**src/rtl/poly_piano_voicer_if.sv**
```systemverilog
// poly_piano_voicer_if
//   Pad-side bundle of the polyphonic piano voicer.
//   i_ena            design enable (low forces every output to 0)
//   i_keys[11:0]     level-sensitive keys, bit i = note i (0=C .. 11=B)
//   i_octave[2:0]    octave shift, applied when a voice is allocated
//   o_audio_pdm      1-bit sigma-delta audio
//   o_level[VW-1:0]  number of voice tones currently high
//   o_active_voices  bit v = voice v is not idle
//   o_overflow       sticky: a key press found no voice to play on
interface poly_piano_voicer_if #(
   parameter int NUM_VOICES = 4
);
   localparam int VW = $clog2(NUM_VOICES + 1);

   logic                  i_ena;
   logic [11:0]           i_keys;
   logic [2:0]            i_octave;
   logic                  o_audio_pdm;
   logic [VW-1:0]         o_level;
   logic [NUM_VOICES-1:0] o_active_voices;
   logic                  o_overflow;

   modport master (
      output i_ena, i_keys, i_octave,
      input  o_audio_pdm, o_level, o_active_voices, o_overflow
   );

   modport slave (
      input  i_ena, i_keys, i_octave,
      output o_audio_pdm, o_level, o_active_voices, o_overflow
   );
endinterface

```
**src/rtl/poly_piano_voicer.sv**
```systemverilog
// poly_piano_voicer
//   12 piano keys plus an octave select drive NUM_VOICES square-wave voices.
//   A scan pointer visits one key per cycle and allocates / releases /
//   retriggers voices; the voice tones are summed into a level and turned
//   into a 1-bit audio stream by a first-order sigma-delta.
//   clk   system clock (divider table assumes 10 MHz)
//   rst   synchronous active-high reset
//   bus   poly_piano_voicer_if.slave (keys, octave, enable in; audio, level,
//         active voices, overflow out)
//
//   voice state | meaning
//   ------------+-----------------------------------------------------
//   V_IDLE      | free, silent, cnt/tone held at 0
//   V_ON        | key held, tone running
//   V_REL       | key released, tone running, release timer counting down
module poly_piano_voicer #(
   parameter int NUM_VOICES     = 4,
   parameter int WIDTH_COUNTER  = 16,
   parameter int RELEASE_CYCLES = 65535
) (
   input  logic               clk,
   input  logic               rst,
   poly_piano_voicer_if.slave bus
);
   localparam int VW = $clog2(NUM_VOICES + 1);
   localparam int AW = VW + 1;
   localparam int RW = (RELEASE_CYCLES > 1) ? $clog2(RELEASE_CYCLES) : 1;
   localparam logic [RW-1:0] REL_LOAD = RW'(RELEASE_CYCLES - 1);

   typedef enum logic [1:0] {
      V_IDLE = 2'd0,
      V_ON   = 2'd1,
      V_REL  = 2'd2
   } voice_state_t;

   // C3..B3 half-periods in 10 MHz clocks
   function automatic logic [15:0] f_note_div(input logic [3:0] i_k);
      logic [15:0] w_d;
      case (i_k)
         4'd0:    w_d = 16'd38223;
         4'd1:    w_d = 16'd36077;
         4'd2:    w_d = 16'd34052;
         4'd3:    w_d = 16'd32141;
         4'd4:    w_d = 16'd30337;
         4'd5:    w_d = 16'd28635;
         4'd6:    w_d = 16'd27027;
         4'd7:    w_d = 16'd25511;
         4'd8:    w_d = 16'd24079;
         4'd9:    w_d = 16'd22727;
         4'd10:   w_d = 16'd21452;
         default: w_d = 16'd20248;
      endcase
      return w_d;
   endfunction

   logic [11:0]              r_keys_q;
   logic [3:0]               r_ptr;
   voice_state_t             r_state [NUM_VOICES];
   logic [3:0]               r_key   [NUM_VOICES];
   logic [WIDTH_COUNTER-1:0] r_div   [NUM_VOICES];
   logic [WIDTH_COUNTER-1:0] r_cnt   [NUM_VOICES];
   logic [RW-1:0]            r_rel   [NUM_VOICES];
   logic [NUM_VOICES-1:0]    r_tone;
   logic [VW-1:0]            r_level;
   logic [VW-1:0]            r_acc;
   logic                     r_pdm;
   logic                     r_overflow;

   voice_state_t             w_state_nxt [NUM_VOICES];
   logic [3:0]               w_key_nxt   [NUM_VOICES];
   logic [WIDTH_COUNTER-1:0] w_div_nxt   [NUM_VOICES];
   logic [WIDTH_COUNTER-1:0] w_cnt_nxt   [NUM_VOICES];
   logic [WIDTH_COUNTER-1:0] w_run_cnt   [NUM_VOICES];
   logic [RW-1:0]            w_rel_nxt   [NUM_VOICES];
   logic [NUM_VOICES-1:0]    w_tone_nxt;
   logic [NUM_VOICES-1:0]    w_run_tone;
   logic [NUM_VOICES-1:0]    w_tc;
   logic [NUM_VOICES-1:0]    w_active;
   logic [NUM_VOICES-1:0]    w_on_mask;
   logic [NUM_VOICES-1:0]    w_rel_mask;
   logic [NUM_VOICES-1:0]    w_hit_oh;
   logic [NUM_VOICES-1:0]    w_idle_oh;
   logic [NUM_VOICES-1:0]    w_rel_oh;
   logic [NUM_VOICES-1:0]    w_alloc_oh;
   logic [NUM_VOICES-1:0]    w_retrig_oh;
   logic [NUM_VOICES-1:0]    w_release_oh;
   logic                     w_idle_any;
   logic                     w_rel_any;
   logic                     w_key_on;
   logic                     w_drop;
   logic [WIDTH_COUNTER-1:0] w_new_div;
   logic [VW-1:0]            w_pop;
   logic [AW-1:0]            w_sum;
   logic [VW-1:0]            w_acc_nxt;
   logic                     w_pdm_nxt;

   // scan decision and per-voice next state
   always_comb begin
      w_key_on     = r_keys_q[r_ptr];
      w_new_div    = WIDTH_COUNTER'(f_note_div(r_ptr) >> bus.i_octave);
      w_hit_oh     = '0;
      w_idle_oh    = '0;
      w_rel_oh     = '0;
      w_on_mask    = '0;
      w_rel_mask   = '0;
      w_active     = '0;
      w_idle_any   = 1'b0;
      w_rel_any    = 1'b0;
      w_alloc_oh   = '0;
      w_retrig_oh  = '0;
      w_release_oh = '0;
      w_drop       = 1'b0;

      for (int v = 0; v < NUM_VOICES; v++) begin
         w_active[v]   = (r_state[v] != V_IDLE);
         w_on_mask[v]  = (r_state[v] == V_ON);
         w_rel_mask[v] = (r_state[v] == V_REL);
         if (w_active[v] && (r_key[v] == r_ptr)) w_hit_oh[v] = 1'b1;
         // first match wins, giving lowest-index priority
         if ((r_state[v] == V_IDLE) && !w_idle_any) begin
            w_idle_oh[v] = 1'b1;
            w_idle_any   = 1'b1;
         end
         if ((r_state[v] == V_REL) && !w_rel_any) begin
            w_rel_oh[v] = 1'b1;
            w_rel_any   = 1'b1;
         end
      end

      if (w_key_on) begin
         if (w_hit_oh == '0) begin
            if (w_idle_any)     w_alloc_oh = w_idle_oh;
            else if (w_rel_any) w_alloc_oh = w_rel_oh;
            else                w_drop     = 1'b1;
         end else begin
            w_retrig_oh = w_hit_oh & w_rel_mask;
         end
      end else begin
         w_release_oh = w_hit_oh & w_on_mask;
      end

      for (int v = 0; v < NUM_VOICES; v++) begin
         // dividers of 0 or 1 both mean toggle every cycle
         w_tc[v]       = (r_div[v] <= WIDTH_COUNTER'(1)) ||
                         (r_cnt[v] == r_div[v] - WIDTH_COUNTER'(1));
         w_run_cnt[v]  = w_tc[v] ? '0 : r_cnt[v] + WIDTH_COUNTER'(1);
         w_run_tone[v] = r_tone[v] ^ w_tc[v];

         w_state_nxt[v] = r_state[v];
         w_key_nxt[v]   = r_key[v];
         w_div_nxt[v]   = r_div[v];
         w_rel_nxt[v]   = r_rel[v];
         w_cnt_nxt[v]   = w_run_cnt[v];
         w_tone_nxt[v]  = w_run_tone[v];

         case (r_state[v])
            V_IDLE: begin
               w_cnt_nxt[v]  = '0;
               w_tone_nxt[v] = 1'b0;
            end
            V_REL: begin
               if (r_rel[v] == '0) begin
                  w_state_nxt[v] = V_IDLE;
                  w_cnt_nxt[v]   = '0;
                  w_tone_nxt[v]  = 1'b0;
               end else begin
                  w_rel_nxt[v] = r_rel[v] - RW'(1);
               end
            end
            default: ;
         endcase

         // the scan decision overrides the voice's own progression,
         // so a retrigger on the last release cycle keeps the tone phase
         if (w_alloc_oh[v]) begin
            w_state_nxt[v] = V_ON;
            w_key_nxt[v]   = r_ptr;
            w_div_nxt[v]   = w_new_div;
            w_cnt_nxt[v]   = '0;
            w_tone_nxt[v]  = 1'b0;
         end else if (w_retrig_oh[v]) begin
            w_state_nxt[v] = V_ON;
            w_cnt_nxt[v]   = w_run_cnt[v];
            w_tone_nxt[v]  = w_run_tone[v];
         end else if (w_release_oh[v]) begin
            w_state_nxt[v] = V_REL;
            w_rel_nxt[v]   = REL_LOAD;
         end
      end
   end

   // mixer and first-order sigma-delta
   always_comb begin
      w_pop = '0;
      for (int v = 0; v < NUM_VOICES; v++) w_pop = w_pop + VW'(r_tone[v]);
      w_sum     = AW'(r_acc) + AW'(r_level);
      w_pdm_nxt = 1'b0;
      w_acc_nxt = VW'(w_sum);
      if (w_sum >= AW'(NUM_VOICES)) begin
         w_pdm_nxt = 1'b1;
         w_acc_nxt = VW'(w_sum - AW'(NUM_VOICES));
      end
   end

   always_ff @(posedge clk) begin
      if (rst) begin
         r_keys_q   <= '0;
         r_ptr      <= '0;
         r_tone     <= '0;
         r_level    <= '0;
         r_acc      <= '0;
         r_pdm      <= 1'b0;
         r_overflow <= 1'b0;
         for (int v = 0; v < NUM_VOICES; v++) begin
            r_state[v] <= V_IDLE;
            r_key[v]   <= '0;
            r_div[v]   <= '0;
            r_cnt[v]   <= '0;
            r_rel[v]   <= '0;
         end
      end else begin
         r_keys_q <= bus.i_keys;
         r_ptr    <= (r_ptr == 4'd11) ? 4'd0 : r_ptr + 4'd1;
         r_tone   <= w_tone_nxt;
         r_level  <= w_pop;
         r_acc    <= w_acc_nxt;
         r_pdm    <= w_pdm_nxt;
         if (w_drop) r_overflow <= 1'b1;
         for (int v = 0; v < NUM_VOICES; v++) begin
            r_state[v] <= w_state_nxt[v];
            r_key[v]   <= w_key_nxt[v];
            r_div[v]   <= w_div_nxt[v];
            r_cnt[v]   <= w_cnt_nxt[v];
            r_rel[v]   <= w_rel_nxt[v];
         end
      end
   end

   // enable gates the pins only; the voices keep running underneath
   assign bus.o_audio_pdm     = bus.i_ena & r_pdm;
   assign bus.o_level         = bus.i_ena ? r_level : '0;
   assign bus.o_active_voices = bus.i_ena ? w_active : '0;
   assign bus.o_overflow      = bus.i_ena & r_overflow;

endmodule

```
**src/flat_wrapper.sv**
```systemverilog
// flat-port wrapper written by rule: the top's interface ports become plain ports
module poly_piano_voicer_flat 
#(
   parameter int NUM_VOICES     = 4,
   parameter int WIDTH_COUNTER  = 16,
   parameter int RELEASE_CYCLES = 65535
)
  (clk, rst, bus_i_ena, bus_i_keys, bus_i_octave, bus_o_audio_pdm, bus_o_level, bus_o_active_voices, bus_o_overflow);
  poly_piano_voicer_if #(.NUM_VOICES(NUM_VOICES)) bus_i ();
  input  logic clk;
  input  logic rst;
  input wire logic [$bits(bus_i.i_ena)-1:0] bus_i_ena;
  input wire logic [$bits(bus_i.i_keys)-1:0] bus_i_keys;
  input wire logic [$bits(bus_i.i_octave)-1:0] bus_i_octave;
  output wire logic [$bits(bus_i.o_audio_pdm)-1:0] bus_o_audio_pdm;
  output wire logic [$bits(bus_i.o_level)-1:0] bus_o_level;
  output wire logic [$bits(bus_i.o_active_voices)-1:0] bus_o_active_voices;
  output wire logic [$bits(bus_i.o_overflow)-1:0] bus_o_overflow;
  assign bus_i.i_ena = bus_i_ena;
  assign bus_i.i_keys = bus_i_keys;
  assign bus_i.i_octave = bus_i_octave;
  assign bus_o_audio_pdm = bus_i.o_audio_pdm;
  assign bus_o_level = bus_i.o_level;
  assign bus_o_active_voices = bus_i.o_active_voices;
  assign bus_o_overflow = bus_i.o_overflow;
  poly_piano_voicer #(.NUM_VOICES(NUM_VOICES), .WIDTH_COUNTER(WIDTH_COUNTER), .RELEASE_CYCLES(RELEASE_CYCLES)) u_core (.clk(clk), .rst(rst), .bus(bus_i));
endmodule
```
**config.mk**
```make
export PLATFORM = sky130hd
export DESIGN_NAME = poly_piano_voicer_flat
export DESIGN_NICKNAME = d
export VERILOG_FILES = /design/src/rtl/poly_piano_voicer_if.sv /design/src/rtl/poly_piano_voicer.sv /design/src/flat_wrapper.sv
export SDC_FILE = /design/constraint.sdc
export NUM_CORES = 1
export LEC_CHECK = 0
export ABC_AREA = 1
export BUFFER_PORTS_ARGS = -buffer_cell sky130_fd_sc_hd__buf_4
export CAP_MARGIN = 20
export CORE_ASPECT_RATIO = 1.2
export CORE_UTILIZATION = 48
export CTS_BUF_LIST = sky130_fd_sc_hd__clkbuf_2
export DETAILED_ROUTE_END_ITERATION = 8
export GPL_TIMING_DRIVEN = 0
export SETUP_SLACK_MARGIN = 0.02
export SLEW_MARGIN = 20
export SYNTH_ARGS = -nofsm -noshare
export SYNTH_HDL_FRONTEND = slang
export SYNTH_SLANG_ARGS = --single-unit
```
**constraint.sdc**
```tcl
create_clock -name clk -period 5.6 [get_ports clk]
set_input_delay 1.12 -clock clk [delete_from_list [all_inputs] [get_ports clk]]
set_output_delay 1.12 -clock clk [all_outputs]
set_load 0.03 [all_outputs]
```
==> flow_summary.ini, run 1 <==
[global_route]
grt_max_degree = 11
grtUsageTotal = 0.255
antenna_found_initial = 1
gr-total-overflow = 0
grt_pass1_vias = 14100
grt_pass1_wl_um = 69400

[critical_path]
arrival_ns = 1.83
required_ns = 4.48
crit_type = reg -> out
cp-start-kind = flip-flop
setup.worst_path.end_class = output port
cp_max_fo = 6

[synthesis]
synth_top_area_share = 0.330
ys_seq_elements = 260
synthArstFlopShare = 0
syn-cell-area_um2 = 15800
syn_nets = 2376
synth_cells = 2327
ys_types = 56
yosysTopAreaCell = dfxtp_1
yosys-top-cells-count = nand2_1, nor2_1, inv_1
yosysWarnings = 0
ys_seq_area_frac = 0.330
yosysMostFrequentCell = nand2_1
synth_area_per_cell_um2 = 6.79
synth_flop_cell = dfxtp_1
synth_area_leaders = dfxtp_1, nand2_1, nor2_1
synth_edf_count = 0

[clock_tree]
cts_sinks = 260
cts_setup_buffers = 0
cts_tree = yes
cts_buffer_depth = 3
hold_buffers = 0
post_cts_resized = 0
clkTransAtPathRegs_ns = 0.10
cts_buffers = 73
htreeDepth = 3
cts_root_buffer = clkbuf_2
clock_latency_ns = 0.89

[layout]
area_delta_synth_final_pct = 8.25
final_util = 0.529
drive_gt1_frac = 0.113
multi_input_area_um2 = 9120
fill_cells = 3349
fin_nets = 2474
finalInstanceArea_um2 = 17100
regArea_um2 = 5200

[route]
wl_um = 42600
drt_iter0_markers = 743
drtAntennaViolNets = 0
via_count = 14900
drc_errors = 0
wire_per_inst_um = 14.8
drtPass1Iterations = 5
viasPerCell = 5.17

[floorplan]
io_pins = 27
fp.dieH_um = 201
core_area_um2 = 32300
start_util = 0.488
die_area_um2 = 33600
rows = 72
fp.dieW_um = 168

[sta]
relSlewSlack = 0.282
grt_setup_unrepaired = no
fmaxAchievable_mhz = 339
maxSlewViolCount = 0
tightestPinTransition_ns = 1.07
min_period_ns = 2.95
finalSetupTns_ns = 0
finalCritPeriodShare = 0.526
finalSetupViolations = 0
hold_violations = 0
finClkSkew_ns = 0.0803

[hold_path]
holdCritPathClass = in -> reg

[power_and_ir_drop]
power_density_nw_per_um2 = 265
power.net_switching_mw = 1.68
p_leak_nw = 7.97
power_frac_seq = 0.439
ir_drop_mv = 0.132
netSwitchingFraction = 0.371
comb_power_share = 0.265
pwr-share-clk = 0.296
p_int_mw = 2.85

[place]
hpwl_um = 32400
place.gp.congestion = 0.861
portBuffers = 23
place_area_um2 = 16500

[run_status]
outcome = finished, final reports clean

[run]
drv_cap = 0
## sequential cells by signal, indices dropped and copies added (netlist names), 4 cells and up, named ones only
register         flops
u_core.r_div        64
u_core.r_cnt        64
u_core.r_tone        4
u_core.r_state       8
u_core.r_rel        64
u_core.r_key        16
u_core.r_keys_q     12
u_core.r_ptr         4
## cells by family after synthesis
logic type	synth area share
adders and majority gates	0.0255
and+or+nand+nor	0.354
buffers and inverters	0.0932
muxes	0.00570
xor gates and xnor gates	0.0848
AOI/OAI and AO/OA	0.107
DFF	0.330
## layer usage
layer | share of wire | vias up | track usage
met2 | 0.49 | 322 | 0.448
li1 | - | 7695 | -
met1 | 0.43 | 6764 | 0.300
met5 | 0 | - | 0
met3 | 0.048 | 106 | 0.0507
met4 | 0.035 | 0 | 0.108
## cell usage in the layout, fill, tap and decap left out, types with 7 or more instances in the layout
| cell type | synthesis | final |
|---|---|---|
| o21ai_1 | 11 | 11 |
| nand2_2 | 14 | 14 |
| nand3_1 | 185 | 185 |
| buf_6 | 8 | 8 |
| nor2_1 | 313 | 313 |
| xnor2_1 | 40 | 40 |
| buf_4 | 2 | 25 |
| a21oi_1 | 102 | 102 |
| ha_1 | 29 | 29 |
| xor2_1 | 113 | 113 |
| clkbuf_1 | 34 | 34 |
| nand3b_1 | 36 | 36 |
| inv_1 | 275 | 275 |
| dfxtp_1 | 260 | 260 |
| clkinv_1 | 3 | 14 |
| clkbuf_2 | 0 | 104 |
| or2_2 | 7 | 7 |
| inv_2 | 10 | 12 |
| nor3_1 | 39 | 39 |
| nor4_1 | 10 | 10 |
| nor2_2 | 21 | 21 |
| o21ai_0 | 135 | 135 |
| nand4_1 | 30 | 30 |
| nand2_1 | 499 | 499 |
| a31oi_1 | 23 | 23 |
| buf_2 | 21 | 21 |
| mux2i_1 | 9 | 9 |
| nor2_4 | 26 | 26 |
## metrics by stage
| stage | power [mW] | setup slack (ns) | std cells | hold slack, ns |
|---|---|---|---|---|
| floorplan | 2.93 | 2.89 | 2327 | 0.429 |
| global placement | 3.21 | 2.38 | 2757 | 0.449 |
| detailed placement | 3.23 | 2.39 | 2757 | 0.460 |
| CTS | 4.59 | 2.60 | 2879 | 0.394 |
| global route | 4.85 | 2.52 | 2880 | 0.417 |
| finish | 4.53 | 2.65 | 2880 | 0.450 |
## worst paths after layout
check	startpoint	to	slack [ns]	cells past startpoint
hold / removal	bus_i_keys[4]	u_core.r_keys_q[4]$_SDFF_PP0_	0.45	3
hold reg to reg	u_core.r_rel[2][0]$_SDFF_PP0_	u_core.r_rel[2][0]$_SDFF_PP0_	0.47	1
setup / recovery	u_core.r_state[3][0]$_SDFFE_PP0P_	bus_o_active_voices[3]	2.65	3
setup reg to reg	u_core.r_rel[3][0]$_SDFF_PP0_	u_core.r_rel[3][8]$_SDFF_PP0_	3.22	13
## worst max-delay path, stage by stage, from the launching register on
cell and delay, ns:
dfxtp_1 0.44, nor2_1 0.12, nor2_1 0.19, buf_4 0.20
## area by class of cell
class	instances	share of cell area
antenna	1	0.000146
multi-input combinational	1709	0.533
inverter	289	0.0636
timing repair buffer	23	0.0101
clock buffer	104	0.0304
sequential	260	0.304
tap	407	0.0298
clock inverter	18	0.00578
buffer	69	0.0225
## power groups by stage
stage	clock, mW	sequential, mW	combinational (mW)
after floorplan	0	2.01	0.924
after global placement	0	2.03	1.18
after detailed placement	0	2.03	1.20
after CTS	1.40	1.99	1.20
after global routing	1.50	2.00	1.35
final	1.34	1.99	1.20
Note: power is estimated with default switching activity, not from simulation.
==> run 2, diff against run 1 <==
Settings changed: PLACE_DENSITY from default to 0.66.
Clock period 5.6 ns to 2.7 ns, I/O delays scaled along.
==> run 2 against run 1 <==
Final cell count grew 0.63%. Clock power is 130% higher. Design area rose by 1.2%. Global-route usage fell by 0.13 points. First-iteration DRC count grew 22%. Register-to-register slack worse by 2.9 ns. Critical path type unchanged. Largest power group unchanged.
==> flow_summary.ini, run 2 (synthesized netlist as in run 1, its figures left out) <==
[route]
wl_um = 41900
drtPass1Iterations = 7
via_count = 15000
wire_per_inst_um = 14.4
drc_errors = 0
drtAntennaViolNets = 0
viasPerCell = 5.16
drt_iter0_markers = 908

[critical_path]
cpMaxStageDelayCell = dfxtp_1
path_cells = nor2_1, nor2_1, buf_4
ff2ff_path_depth = 14
required_ns = 2.16
crit_buf_inv = 1
crit_cells = 3
cp-start-kind = flip-flop
arrival_ns = 1.84
setup.worst_path.end_class = output port
cp_top_family = flip-flops
cp_max_fo = 6
crit_type = reg -> out
cp_slowest_stage_delay_ns = 0.45
cpMostUsedCell = nor2_1

[layout]
fin_nets = 2487
instances_no_fill = 2898
area_delta_synth_final_pct = 9.52
drive_gt1_frac = 0.113
regArea_um2 = 5200
final_common_cell = nand2_1
multi_input_area_um2 = 9120
top_regs = u_core.r_cnt (64), u_core.r_div (64), u_core.r_rel (64)
final_util = 0.535
mostFrequentLayoutCells = nand2_1, nor2_1, inv_1
fill_cells = 3229

[global_route]
grt_pass1_wl_um = 69800
grtUsageTotal = 0.254
grt_max_degree = 11
grt_use_met2 = 0.456
gr-total-overflow = 0
grt_pass1_vias = 14500
grtUsageMet3 = 0.0343
antenna_found_initial = 1
use_met1 = 0.301
grt_busiest_layer = met2

[hold_path]
holdPathStages = 4
holdCritPathClass = in -> reg

[floorplan]
start_util = 0.488
die_area_um2 = 33600
core_area_um2 = 32300
io_pins = 27
rows = 72
fp.dieW_um = 168
fp.dieH_um = 201

[sta]
fmaxAchievable_mhz = 420
maxSlewViolCount = 0
grt_setup_unrepaired = no
finalCritPeriodShare = 0.882
tightestPinTransition_ns = 1.04
min_period_ns = 2.38
finalSetupTns_ns = 0
finalSetupViolations = 0
hold_violations = 0
finClkSkew_ns = 0.0981
relSlewSlack = 0.301

[power_and_ir_drop]
power.total_mw = 9.71
ir_drop_mv = 0.513
power_density_nw_per_um2 = 561
p_leak_nw = 8.05

[run_status]
outcome = finished, final reports clean

[clock_tree]
cts_sinks = 260
cts_buffer_depth = 3
post_cts_resized = 0
cts_setup_buffers = 0
cts_root_buffer = clkbuf_2
htreeDepth = 3
clkTransAtPathRegs_ns = 0.11
cts_buffers = 74
clock_latency_ns = 0.92
cts_tree = yes

[place]
placed_cells = 2757
place.gp.congestion = 0.925
hpwl_um = 32000
portBuffers = 23

[run]
drv_cap = 0
==> run 2: cell count changes in the layout (fill, tap and decap cells not counted), sizes merged <==
cell / previous run / this run
dlygate4sd3: 0 / 12
clkbuf: 138 / 141
bufinv: 1 / 3
clkinv: 18 / 19
clkinvlp: 0 / 1
inv: 288 / 287
==> run 2: power breakdown <==
group | switching [mW] | leakage, nW | total [mW] | internal, mW
clock network | 1.73 | 0.521 | 3.07 | 1.34
registers | 0.146 | 2.11 | 4.12 | 3.98
logic | 1.68 | 5.43 | 2.52 | 0.832
total | 3.55 | 8.05 | 9.71 | 6.15
==> run 2: worst paths after layout <==
check                               startpoint                              to  slack, ns
max          u_core.r_state[3][0]$_SDFFE_PP0P_          bus_o_active_voices[3]       0.32
min                                        rst      u_core.r_ptr[0]$_SDFF_PP0_       0.17
max reg2reg   u_core.r_div[0][16]$_SDFFE_PP0P_  u_core.r_cnt[0][24]$_SDFF_PP0_       0.33
min reg2reg      u_core.r_rel[2][0]$_SDFF_PP0_   u_core.r_rel[2][0]$_SDFF_PP0_       0.47
==> run 2: final cells by class <==
cell class,count,area share
antenna,1,0.000145
inverter,289,0.0628
multi-input combinational,1709,0.527
sequential,260,0.301
buffer,69,0.0223
tap,407,0.0294
clock buffer,107,0.0310
timing repair buffer,35,0.0169
clock inverter,21,0.00947
==> run 2: metrics by stage <==
stage / worst slack [ns] / area [µm²] / hold WS (ns)
2_1_floorplan: 0.754 / 15800 / 0.429
3_3_place_gp: 0.132 / 16500 / 0.450
3_5_place_dp: 0.0852 / 16500 / 0.455
4_1_cts: 0.260 / 17300 / 0.125
5_1_grt: 0.0569 / 17300 / 0.193
6_report: 0.319 / 17300 / 0.175
==> run 2: repair_timing <==
action / in CTS / in global routing
hold endpoints to repair: 12 / 0
hold buffers: 12 / 0
setup endpoints to repair: 0 / 0
==> run 2: metal layers <==
layer / vias to the layer above / part of all wire
li1: 7719 / -
met3: 100 / 0.046
met5: - / 0
met1: 6768 / 0.43
met2: 369 / 0.50
met4: 0 / 0.029
==> run 2: worst min-delay path, delay by kind of cell <==
family	cells	cell delay, ns
buffers and inverters	2	0.27
AND/OR/NAND/NOR	2	0.23
==> run 3, diff against run 2 <==
--- a/config.mk
+++ b/config.mk
@@ -11,5 +11,5 @@
 export CORE_ASPECT_RATIO = 1.2
 export CORE_UTILIZATION = 48
-export CTS_BUF_LIST = sky130_fd_sc_hd__clkbuf_2
+export CTS_BUF_LIST = sky130_fd_sc_hd__clkbuf_16
 export DETAILED_ROUTE_END_ITERATION = 8
 export GPL_TIMING_DRIVEN = 0
==> constraint.sdc (replaced) <==
create_clock -name clk -period 2.7 [get_ports clk]
set_input_delay 0.54 -clock clk [delete_from_list [all_inputs] [get_ports clk]]
set_output_delay 0.54 -clock clk [all_outputs]
set_load 0.01 [all_outputs]
==> run 3 against run 2 <==
Worst setup slack got worse by 0.027 ns. Combinational power about the same. Register-to-register slack got worse by 0.04 ns. Critical endpoint is now u_core.r_div[0][43]$_SDFFE_PP0P_. Critical path type is now reg -> reg.
==> flow_summary.ini, run 3 (synthesized netlist as in run 1, its figures left out) <==
[floorplan]
rows = 72
die_area_um2 = 33600
core_area_um2 = 32300
io_pins = 27
fp.dieW_um = 168
start_util = 0.488
fp.dieH_um = 201

[route]
drc_errors = 0
top_layer_used = met4
wire_per_inst_um = 14.8
wl_um = 41600
drtPass1Iterations = 6
viasPerCell = 5.23
drtAntennaViolNets = 0
via_count = 14700
route.met2.wl_um = 20400
met3WireLength_um = 1680
wl_met1_um = 18200
drt_iter0_markers = 852

[run_status]
outcome = finished, final reports clean

[run]
drv_cap = 0

[layout]
mostFrequentLayoutCells = nand2_1, nor2_1, inv_1
drive_gt1_frac = 0.0886
fill_cells = 3171
area_delta_synth_final_pct = 10.5
final_common_cell = nand2_1
n_antenna_cell = 0
fin_nets = 2431
top_regs = u_core.r_cnt (64), u_core.r_div (64), u_core.r_rel (64)

[global_route]
grt_pass1_vias = 14100
grtUsageTotal = 0.250
gr-total-overflow = 0
grt_max_degree = 15
antenna_found_initial = 0
grt_pass1_wl_um = 69100

[critical_path]
crit_type = reg -> reg
cp_max_fo = 10
cp-start-kind = flip-flop
endpoint = u_core.r_div[0][43]$_SDFFE_PP0P_
ff2ff_path_depth = 8
rr_startpoint = u_core.r_state[2][1]$_SDFFE_PP0P_
startpoint = u_core.r_state[2][1]$_SDFFE_PP0P_
r2r_slack_ns = 0.29
required_ns = 3.15
rr_endpoint = u_core.r_div[0][43]$_SDFFE_PP0P_
arrival_ns = 2.86
setup.worst_path.end_class = flip-flop

[hold_path]
hold_start = bus_i_keys[4]
holdCritPathClass = in -> reg

[sta]
finalCritPeriodShare = 0.892
finalSetupViolations = 0
fmaxAchievable_mhz = 415
finClkSkew_ns = 0.0169
hold_violations = 0
tightestPinTransition_ns = 1.10
holdWs_ns = 0.160
min_period_ns = 2.41
finalSetupTns_ns = 0
relSlewSlack = 0.257
grt_setup_unrepaired = no
maxSlewViolCount = 0

[clock_tree]
cts_tree = yes
post_cts_resized = 0
cts_sinks = 260
clkTransAtPathRegs_ns = 0.06
cts_buffer_depth = 3
clock_latency_ns = 0.58
cts_buffers = 30
cts_root_buffer = clkbuf_16
cts_setup_buffers = 0
htreeDepth = 1
hold_buffers = 0

[power_and_ir_drop]
pwr-share-clk = 0.379
power.net_switching_mw = 3.51
p_leak_nw = 7.96
p_int_mw = 7.16
ir_drop_mv = 0.502
power_density_nw_per_um2 = 611
comb_power_share = 0.234
netSwitchingFraction = 0.329
power_frac_seq = 0.387

[place]
hpwl_um = 32000
portBuffers = 23
place.gp.congestion = 0.925
-- run 3: critical path, cell delays in order, from the launching register on --
cell	delay, ns
dfxtp_1	0.41
inv_1	0.09
nor2_2	0.38
a31oi_1	0.21
nor3_4	0.39
nand3_4	0.20
clkbuf_1	0.26
o21ai_0	0.26
a21oi_1	0.06
-- run 3: area by class of cell --
class	count	area, µm²	share of cell area
Tap cell	407	509	0.0292
Clock inverter	22	196	0.0113
Buffer	69	385	0.0221
Multi-Input combinational cell	1709	9120	0.523
Inverter	289	1090	0.0623
Sequential cell	260	5200	0.298
Timing Repair Buffer	23	173	0.00989
Clock buffer	31	776	0.0445
-- run 3: worst min path at each step --
stage / to / slack [ns] / cells past startpoint
after floorplan: u_core.r_rel[2][0]$_SDFF_PP0_ / 0.43 / 1
after global placement: u_core.r_rel[2][0]$_SDFF_PP0_ / 0.45 / 1
after detailed placement: u_core.r_rel[2][0]$_SDFF_PP0_ / 0.45 / 1
after CTS: u_core.r_keys_q[4]$_SDFF_PP0_ / 0.14 / 3
after global routing: u_core.r_keys_q[7]$_SDFF_PP0_ / 0.17 / 3
final: u_core.r_keys_q[4]$_SDFF_PP0_ / 0.16 / 3
-- run 3: through the flow --
step / cell area (µm²) / total power, mW / util / cells / worst slack [ns]
after floorplan: 15800 / 6.08 / - / 2327 / 0.754
after global placement: 16500 / 6.64 / 0.510 / 2757 / 0.132
after detailed placement: 16500 / 6.68 / 0.510 / 2757 / 0.0852
after CTS: 17500 / 10.7 / 0.540 / 2810 / 0.312
after global routing: 17500 / 11.2 / 0.540 / 2810 / 0.0866
final: 17500 / 10.7 / 0.540 / 2810 / 0.292
-- run 3: metal layers --
| metal | GRT usage | vias up |
|---|---|---|
| li1 | - | 7571 |
| met1 | 0.302 | 6712 |
| met2 | 0.454 | 322 |
| met3 | 0.0274 | 94 |
| met4 | 0.0901 | 0 |
| met5 | 0 | - |
-- run 3: power by group through the flow --
stage | clock [mW] | sequential [mW] | combinational [mW]
after global routing | 4.28 | 4.15 | 2.81
after global placement | 0 | 4.21 | 2.43
after floorplan | 0 | 4.17 | 1.91
after detailed placement | 0 | 4.21 | 2.47
after CTS | 4.12 | 4.13 | 2.48
final | 4.04 | 4.13 | 2.50
